--- config.mk ---
export PLATFORM = sky130hd
export DESIGN_NAME = ws2812_encoder
export DESIGN_NICKNAME = d
export VERILOG_FILES = /design/src/rtl/ws2812_encoder.sv
export SDC_FILE = /design/constraint.sdc
export NUM_CORES = 1
export LEC_CHECK = 0
export CAP_MARGIN = 0
export CORE_ASPECT_RATIO = 1.2
export CORE_MARGIN = 1.5
export CORE_UTILIZATION = 50
export DETAILED_ROUTE_END_ITERATION = 12
export GPL_TIMING_DRIVEN = 0
export PLACE_DENSITY_LB_ADDON = 0.12
export SLEW_MARGIN = 20
export SYNTH_ARGS = -nofsm -noshare
export SYNTH_HDL_FRONTEND = slang
export SYNTH_SLANG_ARGS = --single-unit
--- constraint.sdc ---
create_clock -name i_clk -period 4.55 [get_ports i_clk]
set_input_delay 0.6825 -clock i_clk [delete_from_list [all_inputs] [get_ports i_clk]]
set_output_delay 0.6825 -clock i_clk [all_outputs]
set_load 0.05 [all_outputs]
--- src/rtl/ws2812_encoder.sv ---
// ws2812_encoder: serialises 24-bit GRB pixels into the WS2812 one-wire waveform,
// with a one-entry holding buffer and a latch period after the last pixel of a frame.
module ws2812_encoder #(
  parameter int T0H_TICKS   = 8,
  parameter int T1H_TICKS   = 16,
  parameter int BIT_TICKS   = 25,
  parameter int RESET_TICKS = 1000
) (
  input  logic        i_clk,
  input  logic        i_reset_n,
  input  logic        i_tick,
  input  logic [23:0] i_pixel,
  input  logic        i_last,
  input  logic        i_valid,
  output logic        o_ready,
  output logic        o_dout,
  output logic        o_busy,
  output logic        o_frame_done,
  output logic        o_underrun
);
  typedef enum logic [1:0] {IDLE, HIGH, LOW, RST} state_t;
  state_t      state, state_n;
  logic [23:0] buf_pix, buf_pix_n, sh, sh_n;
  logic        buf_last, buf_last_n, buf_valid, buf_valid_n, cur_last, cur_last_n;
  logic [4:0]  bits, bits_n;
  logic [9:0]  cnt, cnt_n, txh;
  logic        wr, ld, under_n, done_n;
  always_comb begin
    state_n     = state;
    sh_n        = sh;
    bits_n      = bits;
    cnt_n       = cnt;
    cur_last_n  = cur_last;
    under_n     = 1'b0;
    done_n      = 1'b0;
    ld          = 1'b0;
    wr          = i_valid && o_ready;
    buf_pix_n   = wr ? i_pixel : buf_pix;
    buf_last_n  = wr ? i_last : buf_last;
    buf_valid_n = wr || buf_valid;
    txh         = sh[23] ? 10'(T1H_TICKS) : 10'(T0H_TICKS);
    if (i_tick) begin
      case (state)
        IDLE: ld = buf_valid;
        HIGH: begin
          cnt_n   = cnt + 10'd1;
          state_n = (cnt == txh - 10'd1) ? LOW : HIGH;
        end
        LOW: begin
          cnt_n = cnt + 10'd1;
          if (cnt == 10'(BIT_TICKS - 1)) begin
            if (bits != 5'd0) begin
              sh_n    = sh << 1;
              bits_n  = bits - 5'd1;
              cnt_n   = '0;
              state_n = HIGH;
            end else if (cur_last) begin
              cnt_n   = '0;
              state_n = RST;
            end else if (buf_valid) begin
              ld = 1'b1;
            end else begin
              under_n = 1'b1;
              state_n = IDLE;
            end
          end
        end
        RST: begin
          cnt_n   = cnt + 10'd1;
          done_n  = cnt == 10'(RESET_TICKS - 1);
          state_n = done_n ? IDLE : RST;
        end
      endcase
    end
    // o_ready is low whenever buf_valid is set, so a load never races a write
    if (ld) begin
      sh_n        = buf_pix;
      cur_last_n  = buf_last;
      bits_n      = 5'd23;
      cnt_n       = '0;
      state_n     = HIGH;
      buf_valid_n = 1'b0;
    end
  end
  always_ff @(posedge i_clk or negedge i_reset_n) begin
    if (!i_reset_n) begin
      state        <= IDLE;
      buf_pix      <= '0;
      buf_last     <= 1'b0;
      buf_valid    <= 1'b0;
      sh           <= '0;
      bits         <= '0;
      cnt          <= '0;
      cur_last     <= 1'b0;
      o_ready      <= 1'b1;
      o_dout       <= 1'b0;
      o_busy       <= 1'b0;
      o_frame_done <= 1'b0;
      o_underrun   <= 1'b0;
    end else begin
      state        <= state_n;
      buf_pix      <= buf_pix_n;
      buf_last     <= buf_last_n;
      buf_valid    <= buf_valid_n;
      sh           <= sh_n;
      bits         <= bits_n;
      cnt          <= cnt_n;
      cur_last     <= cur_last_n;
      o_ready      <= !buf_valid_n;
      o_dout       <= state_n == HIGH;
      o_busy       <= state_n != IDLE;
      o_frame_done <= done_n;
      o_underrun   <= under_n;
    end
  end
endmodule

Word level (Yosys, flattened, before mapping)
Index checks and enable logic that the tools add are counted.
- register bits: 73
- output and inout bits: 5
- add/sub/neg operators: 3
- eq/ne operators: 7
- multiplexer cells: 41
- reduce and logical (&&, ||, !) cells: 14
- operators by type and width (cell ; number):
    $mux 24 ; 5
    $mux 10 ; 5
    $mux 5 ; 6
    $pmux 10 s2 ; 1
    $mux 2 ; 8
    $mux 1 ; 14
    $add 10x1->10 const B ; 1
    $eq 10x10->1 ; 1
    $eq 10x10->1 const B ; 1
    $eq 10x5->1 const B ; 1
    $reduce_bool 2->1 ; 5
    $pmux 2 s3 ; 1
    $sub 5x1->6 const B ; 1
    $reduce_bool 5->1 ; 1
    $sub 5x1->5 const B ; 1
    $eq 2x1->1 const B ; 2
    $eq 2x2->1 const B ; 2
    $reduce_and 4->1 ; 1
    $reduce_bool 3->1 ; 1
    $logic_not 2->1 ; 1
    $pmux 1 s2 ; 1
    $reduce_and 2->1 ; 1
    $reduce_or 2->1 ; 1
    $logic_and 1x1->1 ; 1
    other kinds (2) ; 2

Depth between registers and ports, before layout
Gate-level depths: netlist (run 1).
- depth in word-level cells: 8
- mapped depth: 9

Worst setup path after synthesis (run 1)
No wires, ideal clock.
- kind: reg-to-reg
- start: reg bits[0]
- end: reg sh[14]
- library setup time: 0.123 ns
- arrival time: 1.939 ns
- setup slack: 2.488 ns
- cell stages (with the launch flop): 10
- path buffers: 2
- path through: dfrtp_1 inv_1 ha_1 or4b_1 buf_4 nor2_8 a21boi_2 clkbuf_1 or3_1 o221a_2
- longest elaborated chain between the ends: 7
- elaborated cells between the ends (all ways): 11
- those cells by class: 5 x mux; 6 x reduce/logical
- ends and longest elaborated chain (what ; RTL line ; RTL):
    start, declared ; 25 ; logic [4:0] bits, bits_n;
    start signal, assigned ; 106 ; bits <= bits_n;
    $reduce_bool 5->1 (*) ; 52 ; if (bits != 5'd0) begin
    $mux 1 ; 52 ;
    $mux 1 ; 51 ; if (cnt == 10'(BIT_TICKS - 1)) begin
    $pmux 1 s2 ; 43 ; case (state)
    $mux 1 ; 42 ; if (i_tick) begin
    $reduce_bool 2->1 (no line) ; n/a ;
    $reduce_and 4->1 (no line) ; n/a ;
    end signal, assigned ; 105 ; sh <= sh_n;
    end, declared ; 23 ; logic [23:0] buf_pix, buf_pix_n, sh, sh_n;
Mark *: on every way between the ends. The rest lies on a longest branch, timed or not.
A chain may end at the register's enable or synchronous reset.

Worst setup path in the final report (run 1)
- start: in i_tick
- end: reg cur_last
- longest elaborated chain between the ends: 1
- ends and longest elaborated chain (what ; RTL line ; RTL):
    start, declared ; 11 ; input logic i_tick,
    $mux 1 ; 42 ;
    end signal, assigned ; 108 ; cur_last <= cur_last_n;
    end, declared ; 24 ; logic buf_last, buf_last_n, buf_valid, buf_valid_n, cur_last, cur_last_n;
No other way between the ends.

==> reports/qor.csv, run 1 <==
stage,metric,value,unit
synthesis,seq_area_frac_synth,0.544,
final_layout,regArea,1830,um2
routing,vias,2274,
global_routing,antenna_found_initial,0,
cts,cts_tree,done,
synthesis,yosysWarnings,0,
timing,setup_viol,0,
cts,cts_hold_buffers,0,
placed_design,post_dp_cell_area,3810,um2
die,start_util,0.521,
global_routing,grtUsageTotal,0.198,
cts,clock_latency,330,ps
routing,postRouteAntennaNets,0,
global_routing,grt_pass1_vias,2406,
routing,viasPerCell,5.55,
routing,firstDrtPassIters,4,
cts,numCtsBuffers,9,
timing,fin_setup_tns,0,ps
cts,cts.sinks,73,
synthesis,synthArstFlopShare,1.00,
cts,h-tree-depth,3,
worst_setup_path,critPathRequiredTime,4770,ps
global_routing,grt_pass1_wl,11.1,mm
synthesis,postSynthCellCount,275,
final_layout,n_antenna_cell,0,
timing,relSlewSlack,0.624,
die,fp.coreArea,6450,um2
global_routing,overflow,0,
synthesis,synth_area_per_cell,12.2,um2
timing,worstMarginPinSlew,564,ps
timing,fin_crit_sh,0.574,
cts,clock_path_buffers,2,
cts,post-cts-setup-buffers,0,
final_layout,n_fill_cell,531,
synthesis,synth_nets,308,
cts,cts_root_buf,clkbuf_8,
synthesis,yosys.cell_types.count,47,
die,dieWidth,77.8,um
global_routing,grt_max_degree,40,
cts,cts.reportedPaths.clkPinSlew,70,ps
pwr,power.density,512,nW/um2
routing,drc_errors,0,
worst_setup_path,worstSetupStartpointType,input pin,
pwr,ir_drop,0.265,mV
timing,clock.fmax,0.383,GHz
timing,fin_hold_ws,293,ps
routing,first_iter_violations,120,
flow_run,cap_violations,0,
die,die_area,7220,um2
pwr,total_power,2.04,mW
timing,hold_viol,0,
worst_setup_path,critPathCaptureType,flip-flop,
worst_setup_path,worstSetupPathType,in2reg,
timing,skew,7.35,ps
final_layout,layout_common_cells,"dfrtp_1, clkdlybuf4s50_1, mux2_2",
final_layout,areaGrowthSynthToFinish,18.6,%
final_layout,multi_input_area,1430,um2
placed_design,port-buffer-count,33,
synthesis,ys.flop_type,dfrtp_1,
timing,min_period,2610,ps
synthesis,synth-seq-cells,73,
cts,cts.repair.resized,0,
routing,routedWlPerCell,15.4,um
status,status,completed,
worst_setup_path,crit_fanout,10,
placed_design,dp_hpwl,4.50,mm
final_layout,final_common_cell,dfrtp_1,
timing,final_max_slew_viol_count,0,
die,io_pins,34,
synthesis,synth-edff-count,0,
worst_hold_path,hold_path.class,in2async,
final_layout,nNetsFinal,353,
die,fp.dieH,92.8,um
pwr,p_leak,1.64,nW
worst_setup_path,worstPathArrival,2830,ps
synthesis,netlist_area,3360,um2
final_layout,design_area,3980,um2
routing,wirelength,6.32,mm
final_layout,layout-drive-gt1-share,0.249,
placed_design,gp_congestion,0.855,
timing,rsz0062_at_grt,false,
die,num_rows,32,
-- layer usage --
| layer | up-vias | routed length (um) | GRT usage |
|---|---|---|---|
| met2 | 37 | 3160 | 0.320 |
| met1 | 1132 | 2870 | 0.254 |
| li1 | 1094 | - | - |
| met3 | 11 | 166 | 0.0355 |
| met4 | 0 | 121 | 0.102 |
| met5 | - | 0 | 0 |
-- sequential cells by signal, indices dropped and copies added, names as in the netlist --
register / flops
o_underrun: 1
bits: 5
buf_valid: 1
buf_pix: 24
cur_last: 1
cnt: 10
o_frame_done: 1
state: 2
sh: 24
o_busy: 1
buf_last: 1
o_ready: 1
o_dout: 1
-- worst max-delay path, cell delays in order --
cell and delay [ps]:
clkdlybuf4s50_1 630, nand2b_1 160, or2_1 230, clkbuf_1 200, clkbuf_1 260, nor2_1 310, mux2_2 370
-- Yosys cell counts, types with 3 or more instances --
| cell | n | share of area |
|---|---|---|
| mux2_2 | 25 | 0.084 |
| nor3_1 | 5 | 0.0075 |
| ha_1 | 4 | 0.015 |
| buf_4 | 3 | 0.0067 |
| xor2_1 | 6 | 0.016 |
| o31ai_1 | 3 | 0.0067 |
| o221a_2 | 23 | 0.077 |
| inv_1 | 8 | 0.0089 |
| xnor2_1 | 5 | 0.013 |
| a21oi_1 | 5 | 0.0075 |
| nand3_1 | 5 | 0.0075 |
| nand3b_1 | 3 | 0.0067 |
| or3_1 | 23 | 0.043 |
| nand2b_1 | 3 | 0.0056 |
| clkbuf_1 | 9 | 0.010 |
| o21ai_0 | 5 | 0.0075 |
| nand2_1 | 12 | 0.013 |
| dfrtp_1 | 72 | 0.54 |
| nor2_1 | 19 | 0.021 |
-- report_power, final --
part	internal [mW]	switching, mW
logic	0.301	0.213
registers	0.913	0.168
clock network	0.228	0.215
total	1.44	0.597
-- per-stage QoR --
stage	setup slack (ps)	util	std cells
2_1_floorplan	2490	-	275
3_3_place_gp	328	0.589	393
3_5_place_dp	1600	0.591	394
4_1_cts	1970	0.618	410
5_1_grt	1790	0.618	410
6_report	1940	0.618	410
-- area by class of cell --
class                   count  share of cell area
flip-flops and latches     73               0.459
multi-input cells         179               0.359
repair buffers             34              0.0873
clock buffers              15              0.0418
well taps                  85              0.0267
plain buffers              15              0.0179
inverters                   8             0.00754
clock inverters             1             0.00126
-- kinds of logic after synthesis --
group | count (synthesis) | share of synthesized area
xor+xnor | 11 | 0.0287
mux | 26 | 0.0868
fa+ha+maj | 4 | 0.0149
compound gates | 47 | 0.133
flops | 73 | 0.544
simple gates | 91 | 0.162
buf+inv | 23 | 0.0302
-- final timing paths --
check,startpoint,endpoint,slack [ps],cells after the start
worst max-delay path,i_tick,cur_last$_DFFE_PN0P_,1940,7
worst min-delay path,i_reset_n,sh[9]$_DFFE_PN0P_,290,1
worst min register to register,buf_pix[4]$_DFFE_PN0P_,buf_pix[4]$_DFFE_PN0P_,500,1
min in group i_clk,buf_pix[4]$_DFFE_PN0P_,buf_pix[4]$_DFFE_PN0P_,500,1
max in group asynchronous,i_reset_n,o_ready$_DFF_PN1_,3640,2
worst max register to register,bits[0]$_DFFE_PN0P_,sh[15]$_DFFE_PN0P_,2180,9
No activity file was read; power rests on OpenSTA's default activity.
==> run 2, diff against run 1 <==
==> constraint.sdc (replaced) <==
create_clock -name i_clk -period 2.2 [get_ports i_clk]
set_input_delay 0.33 -clock i_clk [delete_from_list [all_inputs] [get_ports i_clk]]
set_output_delay 0.33 -clock i_clk [all_outputs]
set_load 0.05 [all_outputs]
==> run 2 against run 1 <==
  * The flow now finishes with violations (negative setup slack)
  * Cell count rose by 4.1%
  * Largest cell class unchanged
  * Critical path type is now reg2reg
  * Sequential power rose by 110%
  * Routed wire length increased by 6.9%
==> reports/qor.csv, run 2 (synthesized netlist as in run 1, its figures left out) <==
stage,metric,value,unit,change
cts,numCtsBuffers,9,,unchanged
worst_setup_path,worstSetupPathType,reg2reg,,was in2reg
final_layout,areaGrowthSynthToFinish,25.6,%,was 18.6%
worst_setup_path,crit_fanout,6,,was 10
timing,final_max_slew_viol_count,0,,unchanged
routing,postRouteAntennaNets,0,,unchanged
routing,routed.top_layer,met4,,unchanged
routing,first_iter_violations,132,,was 120
worst_hold_path,hold_path_end,o_frame_done$_DFF_PN0_,,
status,violations,negative setup slack,,
timing,worstMarginPinSlew,566,ps,was 564 ps
worst_setup_path,r2r-end,sh[15]$_DFFE_PN0P_,,unchanged
global_routing,overflow,0,,unchanged
worst_setup_path,r2r_cells,8,,was 9
placed_design,dp_cells,394,,unchanged
worst_setup_path,worstSetupStartpointType,flip-flop,,was input pin
worst_hold_path,hold_path.class,in2reg,,was in2async
timing,fin_setup_tns,-19.9,ps,was 0 ps
timing,clock.fmax,0.450,GHz,
worst_setup_path,cp_slowest_cell,or4b_4,,was clkdlybuf4s50_1
die,num_rows,32,,unchanged
die,fp.coreArea,6450,um2,unchanged
worst_setup_path,r2r_start,bits[0]$_DFFE_PN0P_,,unchanged
die,fp.dieH,92.8,um,unchanged
routing,wl_met1,3.04,mm,was 2.87 mm
cts,clock_latency,340,ps,was 330 ps
die,dieWidth,77.8,um,unchanged
flow_run,cap_violations,0,,unchanged
placed_design,dp_hpwl,4.50,mm,unchanged
final_layout,stdcell_count,427,,was 410
worst_setup_path,cp_slowest_stage_delay,530,ps,was 630 ps
routing,routedWlPerCell,15.8,um,was 15.4 um
status,status,"complete, but fails checks",,was completed
routing,drc_errors,0,,unchanged
timing,relSlewSlack,0.622,,was 0.624
cts,h-tree-depth,3,,unchanged
placed_design,gp_congestion,0.855,,unchanged
routing,wl_met2,3.45,mm,was 3.16 mm
global_routing,grt_pass1_vias,2456,,"was 2,406"
routing,vias,2378,,"was 2,274"
die,io_pins,34,,unchanged
timing,hold_viol,0,,unchanged
placed_design,port-buffer-count,33,,unchanged
timing,min_period,2220,ps,
worst_setup_path,critPathCaptureType,flip-flop,,unchanged
routing,firstDrtPassIters,4,,unchanged
cts,cts.reportedPaths.clkPinSlew,70,ps,about the same
cts,clock_path_buffers,2,,unchanged
final_layout,layout-drive-gt1-share,0.316,,was 0.249
timing,skew,7.56,ps,was 7.35 ps
cts,cts_tree,done,,unchanged
final_layout,nNetsFinal,370,,was 353
final_layout,layout_common_cells,"dfrtp_1, clkdlybuf4s50_1, mux2_2",,unchanged
global_routing,grt_max_degree,40,,unchanged
die,start_util,0.521,,unchanged
final_layout,n_fill_cell,505,,was 531
routing,wirelength,6.76,mm,was 6.32 mm
final_layout,largestRegisters,"buf_pix x24, sh x24, cnt x10",,unchanged
global_routing,antenna_found_initial,0,,unchanged
worst_setup_path,path_cells,inv_2 -> ha_4 -> or4b_4 -> nor2_8 -> a21boi_4 -> buf_8 -> or3_1 -> o221a_2,,was clkdlybuf4s50_1 -> nand2b_1 -> or2_1 -> clkbuf_1 -> clkbuf_1 -> nor2_1 -> mux2_2
worst_setup_path,critPathRequiredTime,2420,ps,was 4770 ps
global_routing,grt_pass1_wl,11.4,mm,was 11.1 mm
cts,cts_root_buf,clkbuf_8,,unchanged
placed_design,dpl_worst_slack,-394,ps,was 1600 ps
timing,rsz0062_at_grt,true,,was false
cts,cts.sinks,73,,unchanged
final_layout,utilization,0.654,,was 0.618
routing,viasPerCell,5.57,,was 5.55
timing,fin_crit_sh,1.01,,
die,die_area,7220,um2,unchanged
routing,wl_met3,205,um,was 166 um
worst_setup_path,worstPathArrival,2440,ps,was 2830 ps
final_layout,n_antenna_cell,0,,unchanged
timing,worst_slack,-19.9,ps,was 1940 ps
worst_setup_path,r2r_slack,-20,ps,was 2180 ps
timing,setup_viol,1,,was 0
pwr,p_leak,1.76,nW,was 1.64 nW
worst_hold_path,hold_depth,3,,
pwr,power.density,1030,nW/um2,was 512 nW/um2
final_layout,final_common_cell,dfrtp_1,,unchanged
global_routing,grtUsageTotal,0.204,,was 0.198
worst_hold_path,hp-start,i_tick,,
pwr,ir_drop,0.564,mV,was 0.265 mV
==> run 2: changes by cell type in the layout (fill, tap and decap cells not counted), moves of 2 or more <==
cell      change
inv_2         +2
inv_1         -2
clkbuf_1      -6
clkbuf_8      +2
clkbuf_4      +2
buf_4        +15
==> run 2: power by group <==
| group | leakage, nW | total [mW] | switching [mW] | internal, mW |
|---|---|---|---|---|
| logic | 0.797 | 1.16 | 0.461 | 0.695 |
| clock network | 0.0877 | 0.924 | 0.452 | 0.472 |
| registers | 0.879 | 2.26 | 0.376 | 1.89 |
==> run 2: how the worst max path moves through the flow <==
stage                              startpoint                   end  slack, ps
final                     bits[0]$_DFFE_PN0P_    sh[15]$_DFFE_PN0P_        -20
after global routing      bits[1]$_DFFE_PN0P_    sh[15]$_DFFE_PN0P_        -70
after CTS                 bits[1]$_DFFE_PN0P_    sh[15]$_DFFE_PN0P_         -4
after detailed placement               i_tick  cur_last$_DFFE_PN0P_       -390
after global placement              i_reset_n   bits[4]$_DFFE_PN0P_      -1670
after floorplan           bits[0]$_DFFE_PN0P_    sh[14]$_DFFE_PN0P_        140
==> run 2: timing repair <==
item | CTS | global route
pin swaps | 2 | 8
endpoints found under the hold margin | 34 | 0
gates cloned | 2 | 1
endpoints found under the setup margin | 23 | 31
hold buffers | 1 | 0
setup buffers | 7 | 9
resized for setup | 16 | 9
==> run 2: worst max-delay path, delay by kind of cell, from the launching register on <==
family	cells	cell delay [ps]
buf+inv	2	240
fa+ha+maj	1	130
compound gates	2	250
flops	1	400
simple gates	3	1090
==> run 2: final cells by class <==
class,instances,area [um2],area share
plain buffers,12,91.3,0.0217
clock inverters,1,5.00,0.00119
multi-input cells,180,1480,0.350
inverters,8,30.0,0.00712
clock buffers,15,166,0.0395
repair buffers,53,513,0.122
well taps,85,106,0.0252
flip-flops and latches,73,1830,0.433
==> run 2: routing by layer <==
metal	global-route usage	vias to the layer above
met2	0.333	40
met3	0.0345	6
li1	-	1137
met1	0.263	1195
met5	0	-
met4	0.0924	0
==> run 2: metrics by stage <==
| step | hold slack [ps] | power [mW] | cell area, um2 |
|---|---|---|---|
| 3_5_place_dp | 306 | 3.33 | 3810 |
| 2_1_floorplan | 34.4 | 2.99 | 3360 |
| 5_1_grt | 411 | 4.64 | 4220 |
| 4_1_cts | 479 | 4.32 | 4120 |
| 6_report | 391 | 4.34 | 4220 |
| 3_3_place_gp | 481 | 3.28 | 3790 |
==> run 3, diff against run 2 <==
--- a/config.mk
+++ b/config.mk
@@ -5,7 +5,7 @@
 export SDC_FILE = /design/constraint.sdc
 export NUM_CORES = 1
 export LEC_CHECK = 0
-export CAP_MARGIN = 0
+export CAP_MARGIN = 40
 export CORE_ASPECT_RATIO = 1.2
 export CORE_MARGIN = 1.5
 export CORE_UTILIZATION = 50
==> run 3 against run 2 <==
  * Non-clock buffer count did not move
  * Clock skew did not move
  * Routed wire length did not move
  * Cell count did not move
  * Die area did not move
  * First-iteration DRC count did not move
  * Core utilization did not move
  * Clock power barely moved
  * Sequential cell count did not move
  * Sequential share of layout area did not move
  * Via count did not move
  * Highest routed layer unchanged
  * Critical path type unchanged
  * Hold slack did not move
  * The flow still finishes with violations (negative setup slack)
==> reports/qor.csv, run 3 (synthesized netlist as in run 1, its figures left out) <==
stage,metric,value,unit,change
routing,wl_met3,205,um,unchanged
worst_setup_path,path_cells,inv_2 -> ha_4 -> or4b_4 -> nor2_8 -> a21boi_4 -> buf_8 -> or3_1 -> o221a_2,,unchanged
worst_hold_path,hold_path_end,o_frame_done$_DFF_PN0_,,unchanged
worst_setup_path,critPathCaptureType,flip-flop,,unchanged
final_layout,nNetsFinal,370,,unchanged
timing,fin_crit_sh,1.01,,unchanged
worst_setup_path,r2r-end,sh[15]$_DFFE_PN0P_,,unchanged
worst_setup_path,critPathRequiredTime,2420,ps,about the same
worst_setup_path,r2r_start,bits[0]$_DFFE_PN0P_,,unchanged
die,start_util,0.521,,unchanged
timing,fin_hold_ws,391,ps,unchanged
routing,first_iter_violations,132,,unchanged
routing,firstDrtPassIters,4,,unchanged
final_layout,n_fill_cell,505,,unchanged
cts,numCtsBuffers,9,,unchanged
placed_design,port-buffer-count,33,,unchanged
die,num_rows,32,,unchanged
placed_design,dp_hpwl,4.50,mm,unchanged
die,die_area,7220,um2,unchanged
die,fp.coreArea,6450,um2,unchanged
timing,setup_viol,1,,unchanged
global_routing,grt_pass1_wl,11.4,mm,unchanged
final_layout,areaGrowthSynthToFinish,25.6,%,unchanged
status,status,"complete, but fails checks",,unchanged
cts,cts.reportedPaths.clkPinSlew,70,ps,about the same
global_routing,grt_max_degree,40,,unchanged
pwr,p_leak,1.76,nW,unchanged
final_layout,layout-drive-gt1-share,0.316,,unchanged
routing,drc_errors,0,,unchanged
worst_hold_path,hold_path.class,in2reg,,unchanged
timing,relSlewSlack,0.622,,unchanged
worst_setup_path,worstSetupPathType,reg2reg,,unchanged
cts,h-tree-depth,3,,unchanged
pwr,power.density,1030,nW/um2,unchanged
final_layout,n_antenna_cell,0,,unchanged
cts,clock_latency,340,ps,about the same
worst_setup_path,r2r_slack,-20,ps,about the same
placed_design,gp_congestion,0.855,,unchanged
status,violations,negative setup slack,,unchanged
routing,routed.top_layer,met4,,unchanged
worst_setup_path,cp_slowest_stage_delay,530,ps,about the same
final_layout,largestRegisters,"buf_pix x24, sh x24, cnt x10",,unchanged
cts,cts.sinks,73,,unchanged
worst_setup_path,crit_fanout,6,,unchanged
routing,wl_met2,3.45,mm,unchanged
worst_setup_path,critPathTopFamily,simple AND/OR/NAND/NOR gates,,unchanged
flow_run,cap_violations,0,,unchanged
global_routing,grt_pass1_vias,2456,,unchanged
timing,min_period,2220,ps,unchanged
worst_setup_path,crit_buf_inv,2,,unchanged
cts,cts_root_buf,clkbuf_8,,unchanged
timing,fin_setup_tns,-19.9,ps,unchanged
die,io_pins,34,,unchanged
worst_hold_path,hold_depth,3,,unchanged
worst_setup_path,cp_slowest_cell,or4b_4,,unchanged
final_layout,final_common_cell,dfrtp_1,,unchanged
timing,rsz0062_at_grt,true,,unchanged
routing,wl_met1,3.04,mm,unchanged
final_layout,layout_common_cells,"dfrtp_1, clkdlybuf4s50_1, mux2_2",,unchanged
global_routing,antenna_found_initial,0,,unchanged
timing,worstMarginPinSlew,566,ps,unchanged
routing,viasPerCell,5.57,,unchanged
worst_setup_path,worstPathArrival,2440,ps,about the same
global_routing,grtUsageTotal,0.204,,unchanged
worst_setup_path,r2r_cells,8,,unchanged
routing,routedWlPerCell,15.8,um,unchanged
routing,wirelength,6.76,mm,unchanged
routing,postRouteAntennaNets,0,,unchanged
cts,cts_tree,done,,unchanged
timing,worst_slack,-19.9,ps,unchanged
worst_setup_path,worstSetupStartpointType,flip-flop,,unchanged
timing,hold_viol,0,,unchanged
die,fp.dieH,92.8,um,unchanged
final_layout,regArea,1830,um2,unchanged
timing,final_max_slew_viol_count,0,,unchanged
routing,vias,2378,,unchanged
final_layout,multi_input_area,1480,um2,unchanged
pwr,ir_drop,0.564,mV,unchanged
worst_hold_path,hp-start,i_tick,,unchanged
timing,skew,7.56,ps,unchanged
global_routing,overflow,0,,unchanged
cts,clock_path_buffers,2,,unchanged
timing,clock.fmax,0.450,GHz,unchanged
die,dieWidth,77.8,um,unchanged
## run 3: cell counts in the layout (fill, tap and decap cells not counted)
No cell type changed its count.
## run 3: area by class of cell
type	count	share of cell area
Sequential cell	73	0.433
Clock buffer	15	0.0395
Timing Repair Buffer	53	0.122
Clock inverter	1	0.00119
Multi-Input combinational cell	180	0.350
Buffer	12	0.0217
Tap cell	85	0.0252
Inverter	8	0.00712
## run 3: worst max path at each step
stage,from,to,slack [ps],cells after the start
final,bits[0]$_DFFE_PN0P_,sh[15]$_DFFE_PN0P_,-20,8
after global routing,bits[1]$_DFFE_PN0P_,sh[15]$_DFFE_PN0P_,-70,8
after CTS,bits[1]$_DFFE_PN0P_,sh[15]$_DFFE_PN0P_,-4,9
after detailed placement,i_tick,cur_last$_DFFE_PN0P_,-390,7
after global placement,i_reset_n,bits[4]$_DFFE_PN0P_,-1670,1
after floorplan,bits[0]$_DFFE_PN0P_,sh[14]$_DFFE_PN0P_,140,9
## run 3: power by group
| part | internal, mW | switching, mW |
|---|---|---|
| combinational | 0.695 | 0.461 |
| sequential | 1.89 | 0.376 |
| clock | 0.472 | 0.452 |
| total | 3.06 | 1.29 |
## run 3: what timing repair did
action | CTS | global route
hold endpoints to repair | 34 | 0
setup buffers | 7 | 9
hold buffers | 1 | 0
gates cloned | 2 | 1
gates resized for setup | 16 | 9
setup endpoints to repair | 23 | 31
pin swaps | 2 | 8
## run 3: worst reg2reg max path: stages, from the launching register on
cell and delay (ps):
dfrtp_1 400, inv_2 90, ha_4 130, or4b_4 530, nor2_8 180, a21boi_4 120
buf_8 160, or3_1 380, o221a_2 140
## run 3: through the flow
stage	cell area (um2)	utilization	instances	power, mW	setup WS, ps
floorplan	3360	-	275	2.99	138
global placement	3790	0.589	393	3.28	-1670
detailed placement	3810	0.591	394	3.33	-394
CTS	4120	0.639	420	4.32	-4.44
global route	4220	0.654	427	4.64	-73.7
finish	4220	0.654	427	4.34	-19.9
## run 3: per-layer routing
layer  track usage  vias up
met2         0.333       40
met1         0.263     1195
met4        0.0924        0
met3        0.0345        6
li1              -     1137
met5             0        -
